## config.mk

```make
export PLATFORM = sky130hd
export DESIGN_NAME = red_pitaya_asg_slew
export DESIGN_NICKNAME = d
export VERILOG_FILES = /design/src/rtl/asg_slew_pkg.sv /design/src/rtl/asg_slew_step.sv /design/src/rtl/red_pitaya_asg_slew.sv
export SDC_FILE = /design/constraint.sdc
export NUM_CORES = 1
export LEC_CHECK = 0
export CAP_MARGIN = 20
export CORE_ASPECT_RATIO = 2
export CORE_UTILIZATION = 35
export DETAILED_ROUTE_END_ITERATION = 16
export HOLD_SLACK_MARGIN = 0.02
export PLACE_DENSITY = 0.58
export SYNTH_ARGS = -nofsm -noshare
export SYNTH_HDL_FRONTEND = slang
export SYNTH_SLANG_ARGS = --single-unit
export TNS_END_PERCENT = 50
```

## constraint.sdc

```tcl
create_clock -name dac_clk_i -period 8.7 [get_ports dac_clk_i]
set_input_delay 1.305 -clock dac_clk_i [delete_from_list [all_inputs] [get_ports dac_clk_i]]
set_output_delay 1.305 -clock dac_clk_i [all_outputs]
set_load 0.01 [all_outputs]
```

## src/rtl/asg_slew_pkg.sv

```systemverilog
// Shared types and defaults for the ASG output slew-rate limiter.
package asg_slew_pkg;

  localparam int DW_DEF = 14;

  typedef enum logic [1:0] {
    ST_PARK     = 2'd0,
    ST_RAMP_IN  = 2'd1,
    ST_RUN      = 2'd2,
    ST_RAMP_OUT = 2'd3
  } slew_state_t;

endpackage

```

## src/rtl/asg_slew_step.sv

```systemverilog
// One limited step from cur toward tgt. The step is at most slew per cycle,
// or a direct jump when slew is zero.
module asg_slew_step
  import asg_slew_pkg::*;
#(
  parameter int DW = DW_DEF
) (
  input  logic signed [DW-1:0] cur,
  input  logic signed [DW-1:0] tgt,
  input  logic        [DW-1:0] slew,
  output logic signed [DW-1:0] nxt,
  output logic                 lim
);

  logic signed [DW:0] diff;
  logic        [DW:0] mag;

  // One extra bit keeps diff and |diff| exact for any pair of DW-bit samples.
  always_comb begin
    diff = $signed({tgt[DW-1], tgt}) - $signed({cur[DW-1], cur});
    mag  = $unsigned(diff[DW] ? -diff : diff);
    lim  = (slew != '0) && (mag > {1'b0, slew});
    // The output only moves toward tgt by at most |diff|, so the result stays in range.
    if (!lim) begin
      nxt = tgt;
    end else if (diff[DW]) begin
      nxt = cur - $signed(slew);
    end else begin
      nxt = cur + $signed(slew);
    end
  end

endmodule

```

## src/rtl/red_pitaya_asg_slew.sv

```systemverilog
// Soft-start/soft-stop and slew-rate limiter between one ASG channel and the DAC mux.
// The block has input registers, a four-state ramp FSM, a registered output and a saturating clip counter.
module red_pitaya_asg_slew
  import asg_slew_pkg::*;
#(
  parameter int DW = DW_DEF,
  parameter int CW = 32
) (
  input  logic          dac_clk_i,
  input  logic          dac_rst_i,
  input  logic [DW-1:0] dat_i,
  input  logic          en_i,
  input  logic [DW-1:0] set_slew_i,
  input  logic [DW-1:0] set_park_i,
  input  logic          clr_i,
  output logic [DW-1:0] dat_o,
  output logic          busy_o,
  output logic          done_o,
  output logic [1:0]    state_o,
  output logic [CW-1:0] clip_cnt_o
);

  logic signed [DW-1:0] dat_r_q, dat_r_d;
  logic signed [DW-1:0] park_r_q, park_r_d;
  logic        [DW-1:0] slew_r_q, slew_r_d;
  logic signed [DW-1:0] dat_o_q, dat_o_d;
  slew_state_t          state_q, state_d;
  logic                 busy_q, busy_d;
  logic                 done_q, done_d;
  logic        [CW-1:0] clip_cnt_q, clip_cnt_d;

  logic signed [DW-1:0] tgt;
  logic signed [DW-1:0] step_nxt;
  logic                 step_lim;

  always_comb begin
    tgt = ((state_q == ST_RAMP_IN) || (state_q == ST_RUN)) ? dat_r_q : park_r_q;
  end

  asg_slew_step #(.DW(DW)) u_step (
    .cur  (dat_o_q),
    .tgt  (tgt),
    .slew (slew_r_q),
    .nxt  (step_nxt),
    .lim  (step_lim)
  );

  always_comb begin
    // NOTE: every output of this block gets a default first, so no path can infer a latch.
    dat_r_d    = dat_i;
    park_r_d   = set_park_i;
    slew_r_d   = set_slew_i;
    dat_o_d    = step_nxt;
    state_d    = state_q;
    done_d     = 1'b0;
    clip_cnt_d = clip_cnt_q;

    unique case (state_q)
      ST_PARK: begin
        if (en_i) state_d = ST_RAMP_IN;
      end
      ST_RAMP_IN: begin
        if (!en_i) begin
          state_d = ST_RAMP_OUT;
        end else if (!step_lim) begin
          state_d = ST_RUN;
          done_d  = 1'b1;
        end
      end
      ST_RUN: begin
        if (!en_i) state_d = ST_RAMP_OUT;
      end
      ST_RAMP_OUT: begin
        if (en_i) begin
          state_d = ST_RAMP_IN;
        end else if (!step_lim) begin
          state_d = ST_PARK;
          done_d  = 1'b1;
        end
      end
      default: state_d = ST_PARK;
    endcase

    busy_d = (state_d == ST_RAMP_IN) || (state_d == ST_RAMP_OUT);

    // Clear has priority over a coincident count.
    if (clr_i) begin
      clip_cnt_d = '0;
    end else if ((state_q == ST_RUN) && step_lim && (clip_cnt_q != '1)) begin
      clip_cnt_d = clip_cnt_q + CW'(1);
    end
  end

  // NOTE: state registers use non-blocking assignments so every flop samples pre-edge values.
  always_ff @(posedge dac_clk_i or posedge dac_rst_i) begin
    if (dac_rst_i) begin
      dat_r_q    <= '0;
      park_r_q   <= '0;
      slew_r_q   <= '0;
      dat_o_q    <= '0;
      state_q    <= ST_PARK;
      busy_q     <= 1'b0;
      done_q     <= 1'b0;
      clip_cnt_q <= '0;
    end else begin
      dat_r_q    <= dat_r_d;
      park_r_q   <= park_r_d;
      slew_r_q   <= slew_r_d;
      dat_o_q    <= dat_o_d;
      state_q    <= state_d;
      busy_q     <= busy_d;
      done_q     <= done_d;
      clip_cnt_q <= clip_cnt_d;
    end
  end

  assign dat_o      = dat_o_q;
  assign busy_o     = busy_q;
  assign done_o     = done_q;
  assign state_o    = state_q;
  assign clip_cnt_o = clip_cnt_q;

endmodule

```

## Word level (Yosys, flattened, before mapping)

Cells that the tools add are included.

| word-level totals | value |
|---|---|
| register bits after elaboration | 92 |
| bits of input ports | 46 |

| operators by class | value |
|---|---|
| add/subtract/negate cells | 5 |
| order comparisons | 1 |
| equal/unequal tests | 6 |
| multiplexer cells | 17 |
| reduce and logical (&&, ||, !) cells | 8 |

Operators by type and width:

| operator | count |
|---|---|
| $mux 32 | 2 |
| $mux 14 | 3 |
| $add 32x1->32 const B | 1 |
| $ne 32x32->1 const B | 1 |
| $gt 15x14->1 | 1 |
| $mux 15 | 1 |
| $neg 15->15 | 1 |
| $sub 14x14->15 | 1 |
| $add 14x14->14 | 1 |
| $reduce_bool 14->1 | 1 |
| $sub 14x14->14 | 1 |
| $mux 2 | 6 |
| $pmux 2 s4 | 1 |
| $eq 2x2->1 const B | 3 |
| $eq 2x1->1 const B | 2 |
| $logic_and 1x1->1 | 3 |
| $mux 1 | 3 |
| $logic_not 2->1 | 1 |
| $logic_or 1x1->1 | 2 |
| $pmux 1 s2 | 1 |
| $reduce_bool 2->1 | 1 |

## Longest topological paths before layout

Gate-level depths: netlist of run 1.

| depth | value |
|---|---|
| word-level depth | 13 |
| gate-level depth with buffers | 28 |

## Modules after synthesis

A second synthesis of run 1 with hierarchy kept.

| second synthesis, totals | value |
|---|---|
| cell total of the unflattened synthesis | 630 |
| area total of the unflattened synthesis | 6167.2 um2 |

By module, submodules not included:

| module | instances | cells an instance | area an instance (um2) | seq. area each (um2) |
|---|---|---|---|---|
| red_pitaya_asg_slew | 1 | 304 | 3691.0 | 2277.2 |
| asg_slew_step | 1 | 326 | 2476.1 | 0.0 |

## Least setup slack after synthesis of run 1

Ideal clock, no wire load.

| path | value |
|---|---|
| path kind | reg2reg |
| start point | register state_q[0], in the netlist state_o[0] |
| end point | register dat_o_q[13], in the netlist dat_o[13] |
| library setup time | 125 ps |
| data arrival time | 6050 ps |
| data required time | 8575 ps |
| path slack | 2525 ps |
| stages on the path, launching flop included | 25 |
| path buffers | 3 |
| cell sequence | dfrtp_1 -> inv_1 -> ha_1 -> clkbuf_1 -> mux2_2 -> ha_1 -> nor2b_1 -> o31a_1 -> o311a_1 -> o31a_1 -> o21ai_0 -> a21o_1 -> clkbuf_1 -> clkbuf_1 -> mux2i_1 -> ha_1 -> nor2b_1 -> o21a_1 -> o21ai_0 -> a21oi_1 -> a41o_1 -> nor4_1 -> o41ai_1 -> xnor2_1 -> mux2_2 |

| on the way | value |
|---|---|
| cells in the longest elaborated chain, start to end | 9 |
| elaborated cells between the ends (all ways) | 11 |

Ends and longest elaborated chain:

| element | line | RTL |
|---|---|---|
| from (decl) | red_pitaya_asg_slew.sv:27 | `slew_state_t state_q, state_d;` |
| from (signal assigned) | red_pitaya_asg_slew.sv:110 | `state_q <= state_d;` |
| $eq 2x1->1 or $eq 2x2->1 (tied branches) | red_pitaya_asg_slew.sv:37 | `tgt = ((state_q == ST_RAMP_IN) \|\| (state_q == ST_RUN)) ? dat_r_q : park_r_q;` |
| $logic_or 1x1->1 (*) | red_pitaya_asg_slew.sv:37 |  |
| $mux 14 (*) | red_pitaya_asg_slew.sv:37 |  |
| $sub 14x14->15 | asg_slew_step.sv:20 | `diff = $signed({tgt[DW-1], tgt}) - $signed({cur[DW-1], cur});` |
| $neg 15->15 | asg_slew_step.sv:21 | `mag = $unsigned(diff[DW] ? -diff : diff);` |
| $mux 15 | asg_slew_step.sv:21 |  |
| $gt 15x14->1 | asg_slew_step.sv:22 | `lim = (slew != '0) && (mag > {1'b0, slew});` |
| $logic_and 1x1->1 | asg_slew_step.sv:22 |  |
| $mux 14 (*) | asg_slew_step.sv:24 | `if (!lim) begin` |
| named net dat_o_d[13] | red_pitaya_asg_slew.sv:26 | `logic signed [DW-1:0] dat_o_q, dat_o_d;` |
| to (signal assigned) | red_pitaya_asg_slew.sv:109 | `dat_o_q <= dat_o_d;` |
| to (decl) | red_pitaya_asg_slew.sv:26 |  |

Mark *: on every way through the listed nets, which the timed path passes. The rest lies on a longest branch.
A chain may end at the register's enable or synchronous reset.

## Final worst setup path of run 1

| path | value |
|---|---|
| start point | register state_q[0], in the netlist state_o[0] |
| end point | register clip_cnt_q[12], in the netlist clip_cnt_o[12] |

| on the way | value |
|---|---|
| cells in the longest elaborated chain, start to end | 11 |
| elaborated cells between the ends (all ways) | 12 |

Ends and longest elaborated chain:

| element | line | RTL |
|---|---|---|
| $eq 2x1->1 or $eq 2x2->1 (tied branches) | red_pitaya_asg_slew.sv:37, red_pitaya_asg_slew.sv:89 |  |
| $logic_or 1x1->1 | red_pitaya_asg_slew.sv:37 |  |
| $mux 14 | red_pitaya_asg_slew.sv:37 |  |
| $sub 14x14->15 | asg_slew_step.sv:20 |  |
| $neg 15->15 | asg_slew_step.sv:21 |  |
| $mux 15 | asg_slew_step.sv:21 |  |
| $gt 15x14->1 | asg_slew_step.sv:22 |  |
| $logic_and 1x1->1 | asg_slew_step.sv:22 |  |
| $logic_and 1x1->1 (*) (2 in series) | red_pitaya_asg_slew.sv:89 | `end else if ((state_q == ST_RUN) && step_lim && (clip_cnt_q != '1)) begin` |
| $reduce_bool 2->1 (no line) (*) | n/a |  |
| to (signal assigned) | red_pitaya_asg_slew.sv:113 | `clip_cnt_q <= clip_cnt_d;` |
| to (decl) | red_pitaya_asg_slew.sv:30 | `logic [CW-1:0] clip_cnt_q, clip_cnt_d;` |

Every way passes the cells marked *; elsewhere a longest branch is shown, timed or not.

==> qor.csv, run 1 <==
stage,metric,value,unit
job,drv_cap,0,
route,firstDrtPassIters,4,
route,wl,16500,um
sta,finalHoldViolations,0,
cells_and_area,fin_util,44.1,%
worst_setup_path,crit_start,state_o[0],
synthesis,synth_edf_count,0,
sta,slew_violations,0,
clocking,ctsHoldBuffers,0,
placement,place_congestion,0.887,
route,drc,0,
sta,finalCriticalPeriod,7.26,ns
clocking,root_buffer,clkbuf_16,
cells_and_area,layout-drive-gt1-share,9.63,%
sta,rsz0062_at_grt,no,
synthesis,syn_inst,663,
synthesis,synth.avg_cell_area,9.32,um^2
cells_and_area,antenna_cells,0,
clocking,clk_latency,0.35,ns
route,routedWlPerCell,17.2,um
sta,relSlewSlack,36.2,%
synthesis,async_flop_share,100,%
worst_setup_path,required,8.93,ns
clocking,clk_pin_slew_worst_paths,0.07,ns
cells_and_area,n_fill_cell,1688,
route,vias_per_cell,5.36,
worst_setup_path,worstPathMaxFanout,39,
clocking,cts.sinks,91,
sta,worst_pin_slew,0.942,ns
placement,numPortBuffers,95,
grt,grt_pass1_wl,27100,um
die,dieWidth,96.0,um
cells_and_area,fin_nets,839,
die,die_h,190,um
synthesis,yosysTopAreaCellShare,36.9,%
sta,layout_setup_ws,1.44,ns
worst_setup_path,cp-start-kind,flop,
synthesis,ys_seq_elements,91,
grt,overflow,0,
route,vias,5138,
worst_setup_path,rr_startpoint,state_o[0],
die,rows,68,
synthesis,synthesis.area,6180,um^2
grt,grt_pass1_vias,5495,
outcome,status,"finished, final reports clean",
synthesis,synth-main-ff-cell,dfrtp_1,
clocking,cts_resized,0,
placement,preCtsSetupSlack,1.45,ns
synthesis,synth_cell_types,56,
grt,grt_usage,19.5,%
synthesis,ys_seq_area_share,36.9,%
sta,setup_viol,0,
die,fp.coreArea,17300,um^2
clocking,cts_buffer_depth,2,
sta,finalSetupTns,0,ns
cells_and_area,stdcell_count,958,
worst_setup_path,cp-end-kind,flop,
clocking,htreeDepth,3,
clocking,cts_tree,yes,
die,dieArea,18200,um^2
synthesis,synth_fp_nets,759,
placement,dpl.hpwl,12700,um
worst_setup_path,crit_arrival,7.49,ns
grt,grt_antenna_before_repair,0,
die,start_util,35.8,%
sta,period_share,83.4,%
sta,max_freq,138,MHz
worst_hold_path,hold_path_depth,2,
grt,grt_start_max_net_pins,63,
worst_hold_path,hold_path_class,flop to flop,
synthesis,yosysWarnings,0,
clocking,post-cts-setup-buffer-count,0,
sta,final.setup_skew,0.0131,ns
cells_and_area,areaGrowthSynthToFinish,23.4,%
route,ant_nets,0,
clocking,cts_buffers,9,
placement,dpl.cell_count,942,
die,ios,96,
route,drtIter0Drc,170,
worst_setup_path,critPathKind,flop to flop,
worst_setup_path,reg2regPathDepth,23,
synthesis,yosys.area.top_type,dfrtp_1,
worst_hold_path,hold_path.startpoint,clip_cnt_o[4],
synthesis,synthTopCellsByArea,"dfrtp_1 (37%), ha_1 (9.7%), mux2_2 (8.6%)",
-- critical path, stage by stage (launching register included) --
cell and delay, ns:
dfrtp_1 0.44, inv_1 0.11, ha_1 0.72, mux2_2 0.43, ha_1 0.37, o21ai_0 0.52
nor2_1 0.16, o311a_1 0.18, o31a_1 0.30, o21ai_0 0.21, a21o_1 0.71, nor2b_1 0.25
xnor2_1 0.13, ha_1 0.26, nand3_1 0.15, o22ai_1 0.11, o21a_1 0.17, o21ai_0 0.22
nand4_1 0.11, nand3_1 0.09, o31a_2 0.65, buf_4 0.39, nor4_1 0.12, mux2_2 0.29
-- cells by family after synthesis --
logic type               Yosys count  synth area share (%)
multiplexers                      56                  10.0
adder cells (fa/ha/maj)           50                  10.4
AO/OA/AOI/OAI                     96                  9.98
flip-flops                        91                  36.9
buffers and inverters             69                  4.46
AND/OR/NAND/NOR                  256                  21.9
XOR/XNOR                          45                  6.38
-- final timing paths --
| check | endpoint | slack, ns |
|---|---|---|
| max | clip_cnt_o[12] | 1.44 |
| min | clip_cnt_o[4] | 0.59 |
| max reg2reg | clip_cnt_o[12] | 1.44 |
| min reg2reg | clip_cnt_o[4] | 0.59 |
| max in group asynchronous | slew_r_q[2] | 6.19 |
| min in group asynchronous | clip_cnt_o[15] | 1.31 |
-- Yosys cell counts (5+ instances only) --
library cell	number
nor2_1	55
ha_1	48
clkbuf_1	21
inv_1	40
nor2b_1	34
or4_1	6
a21oi_1	34
nand2_1	40
nand4_1	11
a21o_1	5
o31ai_1	9
nor4_1	17
nor3_1	27
mux2i_1	9
o21ai_0	19
nand3_1	20
and2_1	6
and3_1	7
or3_1	10
xnor2_1	41
mux2_2	47
dfrtp_1	91
-- metal layers --
layer	part of all wire, %	GRT usage [%]	vias to the layer above
li1	-	-	2507
met1	37	20.4	2480
met2	55	35.8	113
met3	4.3	4.00	38
met4	3.6	9.36	0
met5	0	0	-
-- registers in the layout, indices dropped and copies added (netlist names) --
signal / count
clip_cnt_o: 32
dat_o: 14
dat_r_q: 14
done_o: 1
park_r_q: 14
slew_r_q: 14
state_o: 2
-- area by class of cell --
class                      count  area, um^2  share of cell area (%)
clock buffer                  10         239                    3.13
clock inverter                 6        93.8                    1.23
inverter                      40         151                    1.99
multi-input combinational    503        3630                    47.6
sequential                    91        2280                    29.9
tap                          210         263                    3.45
timing repair buffer          98         973                    12.8
-- per-stage QoR --
step                      area [um^2]  hold slack, ns
after global placement           7290           0.554
after detailed placement         7290           0.576
after CTS                        7620           0.591
after global routing             7620           0.626
final                            7620           0.588
after floorplan                  6180           0.533
-- cell usage in the layout (no fill, tap or decap), types with 5 or more instances in the layout --
cell and count:
a21o_1 5, a21oi_1 34, and2_1 6, and3_1 7, clkbuf_16 9, clkdlybuf4s50_1 95, dfrtp_1 91, ha_1 48
inv_1 39, mux2_2 47, mux2i_1 9, nand2_1 40, nand3_1 20, nand4_1 11, nor2_1 55, nor2b_1 34
nor3_1 27, nor4_1 17, o21ai_0 19, o31ai_1 9, or3_1 10, or4_1 6, xnor2_1 41
Power of run 1 is not shown: default switching activity piles up to over one toggle a cycle in this logic, so the estimate is an artifact.
==> run 2: changes to the inputs <==
--- a/config.mk
+++ b/config.mk
@@ -10,7 +10,7 @@
 export CORE_UTILIZATION = 35
 export DETAILED_ROUTE_END_ITERATION = 16
 export HOLD_SLACK_MARGIN = 0.02
-export PLACE_DENSITY = 0.58
+export PLACE_DENSITY = 0.6
 export SYNTH_ARGS = -nofsm -noshare
 export SYNTH_HDL_FRONTEND = slang
 export SYNTH_SLANG_ARGS = --single-unit
==> constraint.sdc (replaced) <==
create_clock -name dac_clk_i -period 6.55 [get_ports dac_clk_i]
set_input_delay 0.9825 -clock dac_clk_i [delete_from_list [all_inputs] [get_ports dac_clk_i]]
set_output_delay 0.9825 -clock dac_clk_i [all_outputs]
set_load 0.01 [all_outputs]
==> qor.csv, run 2 (synthesis gave the netlist of run 1 again) <==
stage,metric,value,unit
placement,dpl.hpwl,13300,um
grt,grt_pass1_vias,5518,
job,drv_cap,0,
sta,worst_pin_slew,0.968,ns
clocking,cts_buffer_depth,2,
cells_and_area,mostFrequentLayoutCells,"clkdlybuf4s50_1 (95), dfrtp_1 (91), nor2_1 (55)",
route,drc,0,
die,ios,96,
die,fp.coreArea,17300,um^2
worst_setup_path,worstPathMaxFanout,52,
worst_setup_path,cp-start-kind,flop,
sta,finalHoldViolations,0,
worst_setup_path,r2r_slack,0.37,ns
placement,place_congestion,0.866,
cells_and_area,stdcell_count,966,
grt,grt_pass1_wl,27900,um
sta,slew_violations,0,
sta,rsz0062_at_grt,no,
grt,overflow,0,
sta,finalSetupTns,0,ns
sta,final.setup_skew,0.00909,ns
worst_setup_path,cp-end-kind,flop,
worst_setup_path,required,6.79,ns
route,firstDrtPassIters,6,
worst_hold_path,min_to,clip_cnt_o[31],
grt,grt_usage,20.3,%
route,drtIter0Drc,170,
worst_setup_path,crit_arrival,6.42,ns
route,vias_per_cell,5.40,
clocking,htreeDepth,3,
placement,dpl.cell_count,950,
cells_and_area,areaGrowthSynthToFinish,24.5,%
sta,max_freq,162,MHz
cells_and_area,largest_reg_flops,32,
die,die_h,190,um
worst_setup_path,critPathKind,flop to flop,
cells_and_area,n_fill_cell,1716,
worst_setup_path,reg2regPathDepth,22,
worst_setup_path,rr_startpoint,state_o[0],
clocking,cts.sinks,91,
clocking,root_buffer,clkbuf_16,
worst_hold_path,hold_path.startpoint,clip_cnt_o[31],
grt,grt_start_max_net_pins,59,
clocking,clk_pin_slew_worst_paths,0.07,ns
route,wl,17300,um
cells_and_area,antenna_cells,0,
sta,whs,0.586,ns
sta,relSlewSlack,34.5,%
cells_and_area,layout-drive-gt1-share,10.4,%
sta,setup_viol,0,
die,dieWidth,96.0,um
placement,numPortBuffers,95,
worst_setup_path,timing.rr.end,clip_cnt_o[30],
die,dieArea,18200,um^2
route,ant_nets,0,
clocking,cts_buffers,9,
route,routedWlPerCell,17.9,um
clocking,cts_resized,0,
worst_hold_path,hold_path_class,flop to flop,
clocking,cts_tree,yes,
sta,period_share,94.4,%
outcome,status,"finished, final reports clean",
cells_and_area,fin_nets,847,
grt,grt_antenna_before_repair,0,
cells_and_area,final_area,7690,um^2
placement,place_area,7360,um^2
cells_and_area,mostFrequentLayoutCell,clkdlybuf4s50_1,
die,rows,68,
route,vias,5215,
worst_hold_path,hold_path_depth,2,
die,start_util,35.8,%
clocking,post-cts-setup-buffer-count,0,
clocking,ctsHoldBuffers,0,
clocking,clk_latency,0.35,ns
sta,finalCriticalPeriod,6.18,ns
run 2: changes by cell type in the layout (fill, tap and decap cells not counted), sizes merged:
cell and delta:
inv -2, clkbuf +2, clkinvlp +1, clkinv -1
buf +8
run 2: through the flow:
step                      util, %  setup slack [ns]
after global routing         44.5            0.0911
after floorplan                 -             0.375
after CTS                    44.4             0.183
after global placement       42.6             0.333
after detailed placement     42.6             0.219
final                        44.5             0.368
run 2: worst max path at each step:
stage | from | endpoint | slack, ns | depth (start not counted)
2_1_floorplan | state_o[0] | dat_o[13] | 0.38 | 24
3_3_place_gp | state_o[0] | dat_o[4] | 0.33 | 22
3_5_place_dp | state_o[0] | clip_cnt_o[30] | 0.22 | 22
4_1_cts | state_o[0] | clip_cnt_o[30] | 0.18 | 22
5_1_grt | state_o[0] | clip_cnt_o[25] | 0.09 | 22
6_report | state_o[0] | clip_cnt_o[30] | 0.37 | 22
run 2: cell type report:
class / count / area, um^2 / share of cell area (%)
sequential: 91 / 2280 / 29.6
tap: 210 / 263 / 3.42
multi-input combinational: 503 / 3640 / 47.3
timing repair buffer: 106 / 1050 / 13.6
clock inverter: 4 / 75.1 / 0.976
inverter: 40 / 151 / 1.97
clock buffer: 12 / 236 / 3.08
run 2: metal layers:
layer | part of all wire (%) | global-route usage, % | vias to the layer above | routed length [um]
li1 | - | - | 2529 | -
met1 | 35 | 20.1 | 2537 | 6130
met2 | 58 | 39.6 | 114 | 10000
met3 | 3.0 | 2.44 | 35 | 516
met4 | 3.5 | 9.93 | 0 | 609
met5 | 0 | 0 | - | 0
run 2: worst max-delay path, cell delays in order, from the launching register on:
cell and delay (ns):
dfrtp_1 0.44, inv_1 0.14, ha_4 0.36, buf_4 0.20, mux2_2 0.37, ha_1 0.24, or2_1 0.28, a21o_1 0.18
o311a_1 0.30, or3_1 0.36, a2111oi_2 0.40, or3b_2 0.51, o31ai_1 0.33, xnor2_1 0.17, ha_1 0.27, nand3_1 0.15
nor4_1 0.07, a21oi_1 0.12, nand3_1 0.09, o31a_2 0.13, buf_12 0.18, nor4_1 0.37, mux2_2 0.37
Power of run 2 is left out for the same reason.
